### src/rtl/shift_unit_pipe.sv
// Pipelined multi-mode barrel shifter (SHL/SHR/SHRA/ROL/ROR/PASS) with valid/ready flow control.
// The shift levels are spread over PIPE_DEPTH register banks, with the LSB levels first.
module shift_unit_pipe #(
  parameter int unsigned DATA_WIDTH = 32,
  parameter int unsigned PIPE_DEPTH = 2
) (
  input  logic                  clk,
  input  logic                  reset,
  input  logic                  in_valid,
  output logic                  in_ready,
  input  logic [2:0]            op,
  input  logic [DATA_WIDTH-1:0] A,
  input  logic [DATA_WIDTH-1:0] B,
  output logic                  out_valid,
  input  logic                  out_ready,
  output logic [DATA_WIDTH-1:0] Z,
  output logic                  zero
);

  localparam int unsigned W   = DATA_WIDTH;
  localparam int unsigned SHW = $clog2(DATA_WIDTH);
  localparam int unsigned GRP = (SHW + PIPE_DEPTH - 1) / PIPE_DEPTH;

  localparam logic [2:0] OP_SHL  = 3'b000;
  localparam logic [2:0] OP_SHR  = 3'b001;
  localparam logic [2:0] OP_SHRA = 3'b010;
  localparam logic [2:0] OP_ROL  = 3'b011;
  localparam logic [2:0] OP_ROR  = 3'b100;

  // First level of stage s. Groups are GRP wide, but each later stage is still left at least one level.
  function automatic int unsigned lvl_lo(input int unsigned s);
    int unsigned a;
    int unsigned b;
    a = s * GRP;
    b = SHW - PIPE_DEPTH + s;
    return (a < b) ? a : b;
  endfunction

  // One mux level: shift or rotate by 2^k. SHRA fills with the sign of the original operand.
  function automatic logic [W-1:0] shift_lvl(input logic [W-1:0] x, input int unsigned k,
                                             input logic [2:0] o, input logic sg);
    int unsigned  amt;
    logic [W-1:0] fill;
    amt  = 32'd1 << k;
    fill = {W{sg}} << (W - amt);
    case (o)
      OP_SHL:  return x << amt;
      OP_SHR:  return x >> amt;
      OP_SHRA: return (x >> amt) | fill;
      OP_ROL:  return (x << amt) | (x >> (W - amt));
      OP_ROR:  return (x >> amt) | (x << (W - amt));
      default: return x;
    endcase
  endfunction

  logic [PIPE_DEPTH-1:0] vbits;
  logic [PIPE_DEPTH-1:0] ld;

  // A stage loads if it or any stage downstream of it is empty, or if the consumer takes the result.
  always_comb begin
    ld = '0;
    ld[PIPE_DEPTH-1] = !vbits[PIPE_DEPTH-1] || out_ready;
    for (int s = int'(PIPE_DEPTH) - 2; s >= 0; s--) begin
      ld[s] = !vbits[s] || ld[s+1];
    end
  end

  assign in_ready = ld[0];

  for (genvar s = 0; s < PIPE_DEPTH; s++) begin : g_stage
    localparam int unsigned LO = lvl_lo(s);
    localparam int unsigned HI = lvl_lo(s + 1);

    logic           v_in;
    logic [W-1:0]   d_in;
    logic [SHW-1:0] sh_in;
    logic [2:0]     op_in;
    logic           sg_in;
    logic [W-1:0]   d_nx;
    logic [W-1:0]   chain [HI-LO+1];

    logic           v_q;
    logic [W-1:0]   d_q;
    logic [SHW-1:0] sh_q;
    logic [2:0]     op_q;
    logic           sg_q;
    logic           unused_sh;

    if (s == 0) begin : g_head
      logic unused_b;
      assign v_in     = in_valid;
      assign d_in     = A;
      assign sh_in    = B[SHW-1:0];
      assign op_in    = op;
      assign sg_in    = A[W-1];
      assign unused_b = ^B[W-1:SHW];
    end else begin : g_body
      assign v_in  = g_stage[s-1].v_q;
      assign d_in  = g_stage[s-1].d_q;
      assign sh_in = g_stage[s-1].sh_q;
      assign op_in = g_stage[s-1].op_q;
      assign sg_in = g_stage[s-1].sg_q;
    end

    // Only bits LO..HI-1 of the count are consumed here; earlier bits were used upstream.
    assign unused_sh = ^sh_in;

    assign chain[0] = d_in;
    for (genvar k = LO; k < HI; k++) begin : g_lvl
      assign chain[k-LO+1] = sh_in[k] ? shift_lvl(chain[k-LO], k, op_in, sg_in) : chain[k-LO];
    end
    assign d_nx = chain[HI-LO];

    always_ff @(posedge clk or posedge reset) begin
      if (reset) begin
        v_q  <= 1'b0;
        d_q  <= '0;
        sh_q <= '0;
        op_q <= '0;
        sg_q <= 1'b0;
      end else if (ld[s]) begin
        v_q <= v_in;
        if (v_in) begin
          d_q  <= d_nx;
          sh_q <= sh_in;
          op_q <= op_in;
          sg_q <= sg_in;
        end
      end
    end

    assign vbits[s] = v_q;

    if (s == PIPE_DEPTH - 1) begin : g_tail
      logic unused_tail;
      assign unused_tail = ^{sh_q, op_q, sg_q};
    end
  end

  // zero is computed from the final-stage result and cleared when a bubble moves into the output bank.
  always_ff @(posedge clk or posedge reset) begin
    if (reset) begin
      zero <= 1'b0;
    end else if (ld[PIPE_DEPTH-1]) begin
      zero <= g_stage[PIPE_DEPTH-1].v_in && (g_stage[PIPE_DEPTH-1].d_nx == '0);
    end
  end

  assign out_valid = g_stage[PIPE_DEPTH-1].v_q;
  assign Z         = g_stage[PIPE_DEPTH-1].d_q;

endmodule
### config.mk
export PLATFORM = sky130hd
export DESIGN_NAME = shift_unit_pipe
export DESIGN_NICKNAME = d
export VERILOG_FILES = /design/src/rtl/shift_unit_pipe.sv
export SDC_FILE = /design/constraint.sdc
export NUM_CORES = 1
export LEC_CHECK = 0
export CORE_UTILIZATION = 35
export CTS_BUF_LIST = sky130_fd_sc_hd__clkbuf_4
export CTS_CLUSTER_DIAMETER = 80
export DETAILED_ROUTE_END_ITERATION = 8
export PLACE_DENSITY = 0.65
export SYNTH_ARGS = -nofsm -noshare
export SYNTH_HDL_FRONTEND = slang
export SYNTH_SLANG_ARGS = --single-unit
### constraint.sdc
create_clock -name clk -period 4.3 [get_ports clk]
set_input_delay 0.86 -clock clk [delete_from_list [all_inputs] [get_ports clk]]
set_output_delay 0.86 -clock clk [all_outputs]
set_load 0.02 [all_outputs]
; ---- Word level (Yosys, flattened, before mapping)
; Index checks and enable logic that the tools add are counted.
[word_totals]
regBits = 76
out_inout_bits = 35
word_cells = 51
[op_classes]
eq_ne = 8
muxes = 10
n_bitwise = 14
reduce_logical = 11
[op_table]
columns = cell, n
row1 = $pmux 32 s5, 4
row2 = $mux 32, 5
row3 = $pmux 32 s4, 1
row4 = $or 16x32->32, 2
row5 = $or 24x32->32, 2
row6 = $or 28x32->32, 2
row7 = $or 30x32->32, 2
row8 = $or 31x32->32, 2
row9 = $logic_not 32->1, 1
row10 = $or 32x1->32, 1
row11 = $or 32x2->32, 1
row12 = $or 32x4->32, 1
row13 = $or 32x8->32, 1
row14 = $eq 3x2->1 const B, 4
row15 = $eq 3x1->1 const B, 2
row16 = $eq 3x3->1 const B, 2
row17 = $logic_not 3->1, 2
row18 = $reduce_and 2->1, 2
row19 = $logic_not 1->1, 2
row20 = $logic_or 1x1->1, 2
row21 = $reduce_or 2->1, 1
row22 = $logic_and 1x1->1, 1

; ---- Longest topological paths before layout
; Gate-level depths: netlist of the first run.
[logic_depth]
ltp_word = 9
ltp_mapped = 12
ltp_nobuf = 8

; ---- Worst setup path after synthesis of the first run
; Ideal clock, no wire load.
[synth_path]
path_type = input to register
start = in op[1]
end = reg g_stage[0].d_q[24]
arrival_time_ns = 2.759
required_time_ns = 4.174
setup_slack_ns = 1.415
cell_stages = 10
path_cell_list = buf_2 xor2_1 o21a_1 buf_2 buf_4 a221oi_1 nor3_1 a311oi_1 o22ai_1 a221o_1
[synth_between]
elab_chain_cells = 9
word_cells_on_any_way = 17
[synth_lines]
columns = item, line_no
row1 = "start, declared", 11  ; input logic [2:0] op,
row2 = $eq 3x3->1 (tied with other cells), 46  ; case (o)
row3 = $pmux 32 s5, 46
row4 = $mux 32, 110  ; assign chain[k-LO+1] = sh_in[k] ? shift_lvl(chain[k-LO], k, op_in, sg_in) : chain[k-LO];
row5 = $or 30x32->32 (tied with other cells), 51  ; OP_ROR: return (x >> amt) | (x << (W - amt));
row6 = $pmux 32 s5, 46
row7 = $mux 32, 110
row8 = $or 28x32->32 (tied with other cells), 51
row9 = $pmux 32 s5, 46
row10 = $mux 32 (*), 110
row11 = "end signal, assigned", 124  ; d_q <= d_nx;
row12 = "end, declared", 83  ; logic [W-1:0] d_q;
; Every way passes the cells marked *; elsewhere a longest branch is shown, timed or not.
; A chain may end at the register's enable or synchronous reset.

; ---- Worst setup path after layout of the first run
[layout_path]
start = in op[2]
end = reg g_stage[0].d_q[28]
[layout_between]
elab_chain_cells = 9
word_cells_on_any_way = 16
[layout_lines]
columns = item, line_no
row1 = $eq 3x3->1 (tied with other cells), 46
row2 = $pmux 32 s5, 46
row3 = $mux 32, 110
row4 = $or 30x32->32 (tied with other cells), 51
row5 = $pmux 32 s5, 46
row6 = $mux 32, 110
row7 = $or 28x32->32 or $or 32x4->32 (tied branches), "51, 50"
row8 = $pmux 32 s5, 46
row9 = $mux 32 (*), 110
; Marked as above.

==> flow_summary_export.csv, run 1 <==
group,metric,value,unit
die,die_h,142.0,um
clock_network,cts_repair_resize_count,0,
clock_network,clk_latency,490,ps
power_and_ir_drop,power,3236,uW
logic_synthesis,synth_compound_area_share,41.34,%
worst_setup_path,crit_required,4730,ps
sta,drv_slew,0,
grt,antenna_found_initial,0,
logic_synthesis,yosys.area_share.simple,20.31,%
worst_setup_path,r2r_end,"zero$_DFFE_PP0P_",
logic_synthesis,syn_area_per_cell,7.525,um^2
clock_network,cts_sinks,73,
logic_synthesis,syn_nets,982,
sta,clock_skew,26.03,ps
logic_synthesis,synth_fa_ha_area_share,0.2920,%
outcome,outcome,"finished clean",
die,die_w,142.0,um
sta,slew_headroom,26.96,%
route,dr.pass1.iters,6,
die,rows,50,
min_path,min_path_type,"flip-flop to flip-flop",
clock_network,cts_buffers,9,
min_path,worstHoldStart,"Z[17]$_DFFE_PP0P_",
power_and_ir_drop,p_leak,0.002936,uW
sta,tns,0,ps
die,core,18960,um^2
logic_synthesis,async_flop_share,100.0,%
logic_synthesis,synth-edff-count,0,
finish,final_cell_mix,"nor2_1 (107), nand2_1 (97), o21ai_0 (84)",
die,die-area,20150,um^2
logic_synthesis,yosysSeqAreaShare,26.65,%
route,wl_per_cell,20.97,um
route,ant_nets,0,
finish,design_area,8011,um^2
finish,diodes,0,
route,num_vias,7848,
sta,period_share,83.01,%
worst_setup_path,crit_chain,"clkdlybuf4s50_1 -> o21ai_0 -> o21a_2 -> a221oi_1 -> nor2_1 -> o22ai_1 -> o221ai_1 -> o211a_1",
route,drt_wl_total,25540,um
logic_synthesis,yosysUniqueCellTypes,78,
grt,grt_max_degree,74,
route,avgViaCountPerCell,6.443,
power_and_ir_drop,power.density,403.9,nW/um^2
clock_network,cts_tree,"done",
finish,nets,1024,
worst_setup_path,slowest_delay,750,ps
finish,finalNonFillerCells,1218,
grt,grt_pass1_vias,6879,
route,drc,0,
clock_network,ctsRootBufferMaster,"clkbuf_4",
logic_synthesis,synth-xor-area-share,1.059,%
power_and_ir_drop,max-vdd-ir-drop,121.9,uV
placed_design,place.gp.congestion,1.018,
worst_setup_path,path_class,"input pin to flip-flop",
logic_synthesis,yosys_warnings,0,
die,start_util,36.17,%
sta,fmax,280.2,MHz
clock_network,htree_levels,3,
clock_network,cts_buffer_depth,2,
worst_setup_path,crit_fanout,43,
placed_design,portBuffers,78,
logic_synthesis,syn_area,6855,um^2
logic_synthesis,synth_top_family_by_area,"compound AO/OA/AOI/OAI gates",
clock_network,clkTransAtPathRegs,130,ps
grt,grt_pass1_wl,40580,um
sta,rsz0062_at_grt,"no",
logic_synthesis,synth_top_flop_cell,"dfrtp_1",
sta,tightest_slew,1080,ps
placed_design,place_area,7884,um^2
finish,drive_gt1_share,9.812,%
finish,final_common_cell,"nor2_1",
worst_setup_path,r2r_cells,8,
placed_design,dpl.hpwl,18720,um
min_path,hold_depth,2,
worst_setup_path,cp_data_arrival_time,4000,ps
worst_setup_path,end_kind,"flip-flop",
die,io_pins,106,
finish,syn_to_final_growth,16.86,%
worst_setup_path,cp_slowest_cell,"o21a_2",
job,drv_cap,0,
clock_network,cts_setup_buffers,0,
grt,grt_overflow_total,0,
worst_setup_path,reg2reg_from,"g_stage[0].op_q[0]$_DFFE_PP0P_",
worst_setup_path,worst_setup_path_start_kind,"input pin",
placed_design,place_inst,1202,
logic_synthesis,muxShareOfSynthArea,3.961,%
clock_network,cts_hold_buf,0,
logic_synthesis,ys_seq_elements,73,
sta,finalCriticalPeriod,3569,ps
grt,grt_use_total,25.78,%
sta,setup_violations,0,
min_path,worstHoldEndpoint,"Z[17]$_DFFE_PP0P_",
worst_setup_path,r2r_slack,820,ps
sta,hold_viol,0,
logic_synthesis,postSynthCellCount,911,
finish,post-route-util,42.26,%
route,drt_iter0_drc,860,
-- cells in the mapped netlist (7+ instances only) --
cell type	count	area, um^2
o21a_1	11	82.58
a211oi_1	35	262.8
a22oi_1	18	135.1
clkbuf_1	46	172.7
nand3_1	13	65.06
a2bb2oi_1	14	122.6
a21oi_1	68	340.3
nand2b_1	12	75.07
nand2_1	98	367.9
and2_1	11	68.82
o22ai_1	29	181.4
a31oi_1	11	68.82
nor3_1	25	125.1
dfrtp_1	73	1827
a221oi_1	34	297.8
buf_2	26	130.1
mux2i_1	11	110.1
mux2_2	13	146.4
inv_1	7	26.28
o21ai_0	85	425.4
o221ai_1	11	96.34
nor2_1	107	401.6
o31ai_1	20	150.1
-- layer usage --
layer / vias up / routed length (um) / GRT usage [%]
met2: 436 / 11450 / 39.69
met1: 3742 / 11350 / 36.03
li1: 3614 / - / -
met3: 56 / 1837 / 3.129
met4: 0 / 905 / 11.71
met5: - / 0 / 0
-- report_power, final --
group          leakage [uW]  internal [uW]  switching (uW)
sequential         0.000874            862             210
clock             0.0000615            128             293
combinational       0.00200            716            1030
-- kinds of logic (layout without fill, tap and decap cells) --
family                     count (synthesis)  count (layout)
buffers and inverters                     92             139
adders and majority gates                  2               2
muxes                                     25              25
and+or+nand+nor                          304             304
xor gates and xnor gates                   4               4
DFF                                       73              73
AOI/OAI and AO/OA                        411             411
-- metrics by stage --
step                      setup slack (ps)  hold WS, ps
after CTS                            792.4        496.9
final                                730.6        489.5
after detailed placement             273.6        466.7
after global routing                 525.3        510.7
after global placement               319.5        457.7
after floorplan                       1415        437.9
-- worst max-delay path by stage --
stage          slack [ps]                        endpoint  start
2_1_floorplan        1410  g_stage[0].d_q[24]$_DFFE_PP0P_  op[1]
3_3_place_gp          320  g_stage[0].d_q[28]$_DFFE_PP0P_  op[2]
3_5_place_dp          270  g_stage[0].d_q[28]$_DFFE_PP0P_  op[2]
4_1_cts               790  g_stage[0].d_q[28]$_DFFE_PP0P_  op[2]
5_1_grt               530   g_stage[0].d_q[5]$_DFFE_PP0P_  op[2]
6_report              730  g_stage[0].d_q[28]$_DFFE_PP0P_  op[2]
-- cell type report --
type,instances,area (um^2)
Fill cell,1979,10940
Inverter,7,26.28
Sequential cell,73,1827
Timing Repair Buffer,116,1104
Multi-Input combinational cell,746,4602
Clock inverter,7,60.06
Clock buffer,9,67.56
Tap cell,260,325.3
-- worst max-delay path: cells and delay by family --
family / cells / cell delay, ps
compound gates: 6 / 2170
buf+inv: 1 / 590
simple gates: 1 / 360
-- registers in the layout, summed over array words and instances (netlist names) --
| register | count |
|---|---|
| Z | 32 |
| g_stage.d_q | 32 |
| out_valid | 1 |
| g_stage.sg_q | 1 |
| g_stage.v_q | 1 |
| g_stage.sh_q | 2 |
| g_stage.op_q | 3 |
| zero | 1 |
No activity file was read; power rests on OpenSTA's default activity.
==> run 2, diff against run 1 <==
- clock period: 4.3 -> 3.4 ns (I/O delays scaled with it)
==> run 2 against run 1 <==
  * Count of clock-buffer cells in the layout stayed put
  * Die area stayed put
  * Clock skew is 7.2 ps lower
  * Flip-flop and latch count stayed put
  * Worst hold slack worse by 2.0 ps
  * First-iteration DRC count is 8.7% higher
  * Via count is 1.8% higher
  * Sequential share of layout area is 1.4 points lower
  * Power is 30% higher
  * Clock power is 25% higher
  * Final cell count is 5.4% higher
  * Register-to-register slack worse by 640 ps
==> flow_summary_export.csv, run 2 (synthesized netlist as in run 1, its figures left out) <==
group,metric,value,unit
outcome,outcome,"finished clean",
clock_network,cts_sinks,73,
job,drv_cap,0,
clock_network,clk_latency,480,ps
clock_network,clkTransAtPathRegs,150,ps
worst_setup_path,r2r_cells,9,
finish,final_common_cell,"nor2_1",
sta,tightest_slew,1045,ps
placed_design,dpl.hpwl,19600,um
finish,post-route-util,44.99,%
worst_setup_path,path_class,"flip-flop to flip-flop",
clock_network,cts_repair_resize_count,0,
worst_setup_path,reg2reg_from,"g_stage[0].op_q[0]$_DFFE_PP0P_",
min_path,min_path_type,"flip-flop to flip-flop",
grt,grt_overflow_total,0,
power_and_ir_drop,p_int,2270,uW
sta,slew_headroom,29.36,%
power_and_ir_drop,clockPowerShare,12.4,%
clock_network,cts_tree,"done",
worst_setup_path,worst_setup_path_start_kind,"flip-flop",
clock_network,cts_hold_buf,0,
grt,grt_use_total,25.77,%
sta,rsz0062_at_grt,"no",
clock_network,ctsRootBufferMaster,"clkbuf_4",
power_and_ir_drop,seqPwrFrac,32.1,%
die,die-area,20150,um^2
power_and_ir_drop,p_sw,1937,uW
sta,tns,0,ps
clock_network,cts_setup_buffers,0,
worst_setup_path,crit_required,3780,ps
clock_network,htree_levels,3,
grt,antenna_found_initial,1,
finish,final_cell_mix,"nor2_1 (107), buf_4 (98), nand2_1 (97)",
min_path,hold_depth,2,
finish,syn_to_final_growth,24.40,%
route,ant_nets,0,
grt,grt_pass1_wl,40670,um
die,die_h,142.0,um
finish,drive_gt1_share,15.54,%
sta,clock_skew,18.80,ps
sta,finalCriticalPeriod,3222,ps
sta,setup_ws,178.0,ps
sta,setup_violations,0,
power_and_ir_drop,p_leak,0.003262,uW
sta,period_share,94.76,%
power_and_ir_drop,power.density,493.4,nW/um^2
min_path,worstHoldStart,"Z[27]$_DFFE_PP0P_",
die,core,18960,um^2
route,avgViaCountPerCell,6.220,
die,rows,50,
placed_design,portBuffers,78,
route,drt_wl_total,25480,um
route,num_vias,7987,
clock_network,cts_buffers,9,
die,die_w,142.0,um
sta,fmax,310.4,MHz
die,start_util,36.17,%
worst_setup_path,cp_data_arrival_time,3600,ps
sta,hold_viol,0,
finish,nets,1089,
route,wl_per_cell,19.84,um
route,drc,0,
placed_design,place_ws,-1.430,ps
worst_setup_path,r2r_slack,180,ps
min_path,worstHoldEndpoint,"Z[27]$_DFFE_PP0P_",
power_and_ir_drop,combPwrFrac,55.5,%
die,io_pins,106,
clock_network,cts_buffer_depth,2,
grt,grt_max_degree,59,
power_and_ir_drop,swShare,46.04,%
worst_setup_path,crit_fanout,16,
placed_design,place.gp.congestion,0.9610,
grt,grt_pass1_vias,7297,
route,drt_iter0_drc,935,
worst_setup_path,end_kind,"flip-flop",
sta,drv_slew,0,
route,dr.pass1.iters,6,
worst_setup_path,r2r_end,"zero$_DFFE_PP0P_",
power_and_ir_drop,max-vdd-ir-drop,148.0,uV
-- run 2: layout make-up --
class	count	area [um^2]
diodes	1	2.502
clock buffers	9	67.56
clock inverters	7	61.31
fillers	1925	10430
inverters	7	26.28
multi-input cells	746	4602
flip-flops and latches	73	1827
well taps	260	325.3
repair buffers	181	1617
-- run 2: stage by stage --
| step | std cells | power, uW | instance area [um^2] | hold slack [ps] |
|---|---|---|---|---|
| floorplan | 911 | 2699 | 6855 | 437.9 |
| global placement | 1267 | 3634 | 8397 | 453.8 |
| detailed placement | 1267 | 3660 | 8397 | 469.9 |
| CTS | 1283 | 4185 | 8526 | 496.4 |
| global route | 1284 | 4468 | 8528 | 510.0 |
| finish | 1284 | 4208 | 8528 | 487.5 |
-- run 2: worst max-delay path, cell delays in order, from the launching register on --
cell and delay, ps:
dfrtp_1 890, buf_4 260, nand3b_1 80, a21oi_1 130, o21ai_0 220, a221oi_2 510
o2111ai_1 210, nor4b_2 250, nand4_1 190, o41ai_2 380
-- run 2: worst max path at each step --
| stage | start | cells after the start | end |
|---|---|---|---|
| final | g_stage[0].op_q[0]$_DFFE_PP0P_ | 9 | zero$_DFFE_PP0P_ |
| after global routing | g_stage[0].op_q[0]$_DFFE_PP0P_ | 9 | zero$_DFFE_PP0P_ |
| after CTS | g_stage[0].op_q[0]$_DFFE_PP0P_ | 9 | zero$_DFFE_PP0P_ |
| after detailed placement | op[1] | 10 | g_stage[0].d_q[3]$_DFFE_PP0P_ |
| after global placement | op[1] | 10 | g_stage[0].d_q[3]$_DFFE_PP0P_ |
| after floorplan | op[1] | 10 | g_stage[0].d_q[24]$_DFFE_PP0P_ |
-- run 2: power groups by stage --
stage / Combinational (uW) / Clock (uW) / Sequential, uW
5_1_grt: 2520 / 572 / 1380
2_1_floorplan: 1260 / 0 / 1440
3_5_place_dp: 2300 / 0 / 1360
3_3_place_gp: 2280 / 0 / 1350
4_1_cts: 2300 / 537 / 1340
6_report: 2340 / 523 / 1350
-- run 2: routing by layer --
layer  part of all wire, %  global-route usage [%]
met4                   3.6                   11.88
met2                    46                   40.99
met3                   6.6                   3.163
met1                    44                   34.84
met5                     0                       0
==> run 3, diff against run 2 <==
- SLEW_MARGIN: unset -> 40
==> run 3 against run 2 <==
  * First-iteration DRC count is 18% lower
  * Routed wire length is 0.24% higher
  * Count of clock-buffer cells in the layout stayed put
  * Largest cell class unchanged
  * Final cell count stayed put
  * Clock skew is 10 ps higher
  * Worst setup slack better by 140 ps
  * Utilization is 0.066 points higher
  * Largest power group unchanged
  * Non-clock buffer count stayed put
==> flow_summary_export.csv, run 3 (synthesized netlist as in run 1, its figures left out) <==
group,metric,value,unit
sta,setup_violations,0,
route,dr.pass1.iters,6,
grt,grt_pass1_wl,40680,um
worst_setup_path,r2r_end,"zero$_DFFE_PP0P_",
route,drt_wl_total,25540,um
worst_setup_path,reg2reg_from,"g_stage[0].op_q[2]$_DFFE_PP0P_",
placed_design,place.gp.congestion,0.9610,
job,drv_cap,0,
placed_design,portBuffers,78,
power_and_ir_drop,p_leak,0.003265,uW
worst_setup_path,crit_fanout,16,
grt,grt_pass1_vias,7270,
sta,rsz0062_at_grt,"no",
worst_setup_path,worst_setup_path_start_kind,"flip-flop",
worst_setup_path,crit_required,3780,ps
finish,final_common_cell,"nor2_1",
clock_network,cts_buffer_depth,2,
grt,antenna_found_initial,1,
clock_network,clk_latency,480,ps
route,drt_iter0_drc,771,
finish,multi_input_area,4611,um^2
finish,regArea,1829,um^2
min_path,min_path_type,"flip-flop to flip-flop",
sta,drv_slew,0,
worst_setup_path,crit_path_start,"g_stage[0].op_q[2]$_DFFE_PP0P_",
clock_network,cts_setup_buffers,0,
clock_network,ctsRootBufferMaster,"clkbuf_4",
sta,hold_viol,0,
die,die-area,20150,um^2
finish,num-fill-cells,1934,
placed_design,dpl.hpwl,19620,um
worst_setup_path,cp_data_arrival_time,3460,ps
finish,final_cell_mix,"nor2_1 (107), buf_4 (98), nand2_1 (97)",
grt,grt_max_degree,59,
min_path,worstHoldEndpoint,"Z[17]$_DFFE_PP0P_",
finish,design_area,8541,um^2
route,num_vias,8049,
sta,fmax,324.3,MHz
min_path,hold_depth,2,
route,ant_nets,0,
sta,period_share,90.69,%
route,wl_per_cell,19.89,um
finish,finalNonFillerCells,1284,
sta,tightest_slew,809.1,ps
power_and_ir_drop,max-vdd-ir-drop,153.8,uV
worst_setup_path,r2r_cells,8,
die,start_util,36.17,%
route,drc,0,
clock_network,cts_tree,"done",
die,die_h,142.0,um
sta,slew_headroom,45.60,%
sta,clock_skew,29.07,ps
worst_setup_path,path_class,"flip-flop to flip-flop",
die,rows,50,
grt,grt_use_total,25.75,%
finish,nets,1089,
clock_network,cts_sinks,73,
power_and_ir_drop,power.density,493.8,nW/um^2
min_path,worstHoldStart,"Z[17]$_DFFE_PP0P_",
worst_setup_path,end_kind,"flip-flop",
power_and_ir_drop,power,4217,uW
sta,tns,0,ps
placed_design,place_inst,1267,
clock_network,htree_levels,3,
die,io_pins,106,
grt,grt_overflow_total,0,
clock_network,clkTransAtPathRegs,140,ps
finish,drive_gt1_share,15.74,%
sta,finalCriticalPeriod,3083,ps
route,avgViaCountPerCell,6.269,
worst_setup_path,r2r_slack,320,ps
finish,syn_to_final_growth,24.58,%
outcome,outcome,"finished clean",
die,core,18960,um^2
die,die_w,142.0,um
clock_network,cts_buffers,9,
placed_design,place_area,8406,um^2
run 3: how the worst max path moves through the flow:
stage | endpoint | slack, ps | cells after the start
6_report | zero$_DFFE_PP0P_ | 320 | 8
5_1_grt | g_stage[0].d_q[4]$_DFFE_PP0P_ | 120 | 11
4_1_cts | zero$_DFFE_PP0P_ | 220 | 9
3_5_place_dp | g_stage[0].d_q[3]$_DFFE_PP0P_ | 4 | 10
3_3_place_gp | g_stage[0].d_q[3]$_DFFE_PP0P_ | 30 | 10
2_1_floorplan | g_stage[0].d_q[24]$_DFFE_PP0P_ | 690 | 10
run 3: critical path, stage by stage (launching register included):
cell,delay (ps)
dfrtp_1,530
buf_4,260
or3_1,340
and3_1,340
a221oi_2,470
o2111ai_1,200
nor4b_2,250
nand4_1,200
o41ai_2,380
run 3: repair_timing:
item | in CTS | in global routing
setup endpoints to repair | 0 | 1
hold buffers | 0 | 0
resized for setup | 0 | 2
run 3: routing by layer:
layer | vias to the layer above | share of wire (%) | GRT usage [%]
met5 | - | 0 | 0
met4 | 0 | 3.8 | 11.83
met3 | 75 | 6.8 | 3.163
met2 | 425 | 46 | 40.91
met1 | 3802 | 44 | 34.88
li1 | 3747 | - | -
run 3: layout make-up:
class / count / share of cell area (%)
clock inverter: 7 / 0.7178
timing repair buffer: 181 / 18.93
inverter: 7 / 0.3223
antenna: 1 / 0.02930
multi-input combinational: 746 / 53.98
tap: 260 / 3.809
sequential: 73 / 21.42
clock buffer: 9 / 0.7911
run 3: power by group:
part | switching, uW | internal (uW)
Combinational | 1320 | 1020
Clock | 363 | 162
Sequential | 264 | 1090
Total | 1940 | 2270
run 3: per-stage QoR:
stage	hold slack, ps	utilization, %	setup WS [ps]
finish	486.1	45.06	316.6
global route	512.7	45.06	115.7
CTS	496.8	45.02	221.3
detailed placement	469.9	44.34	3.812
global placement	453.8	44.30	29.70
floorplan	437.9	-	694.7
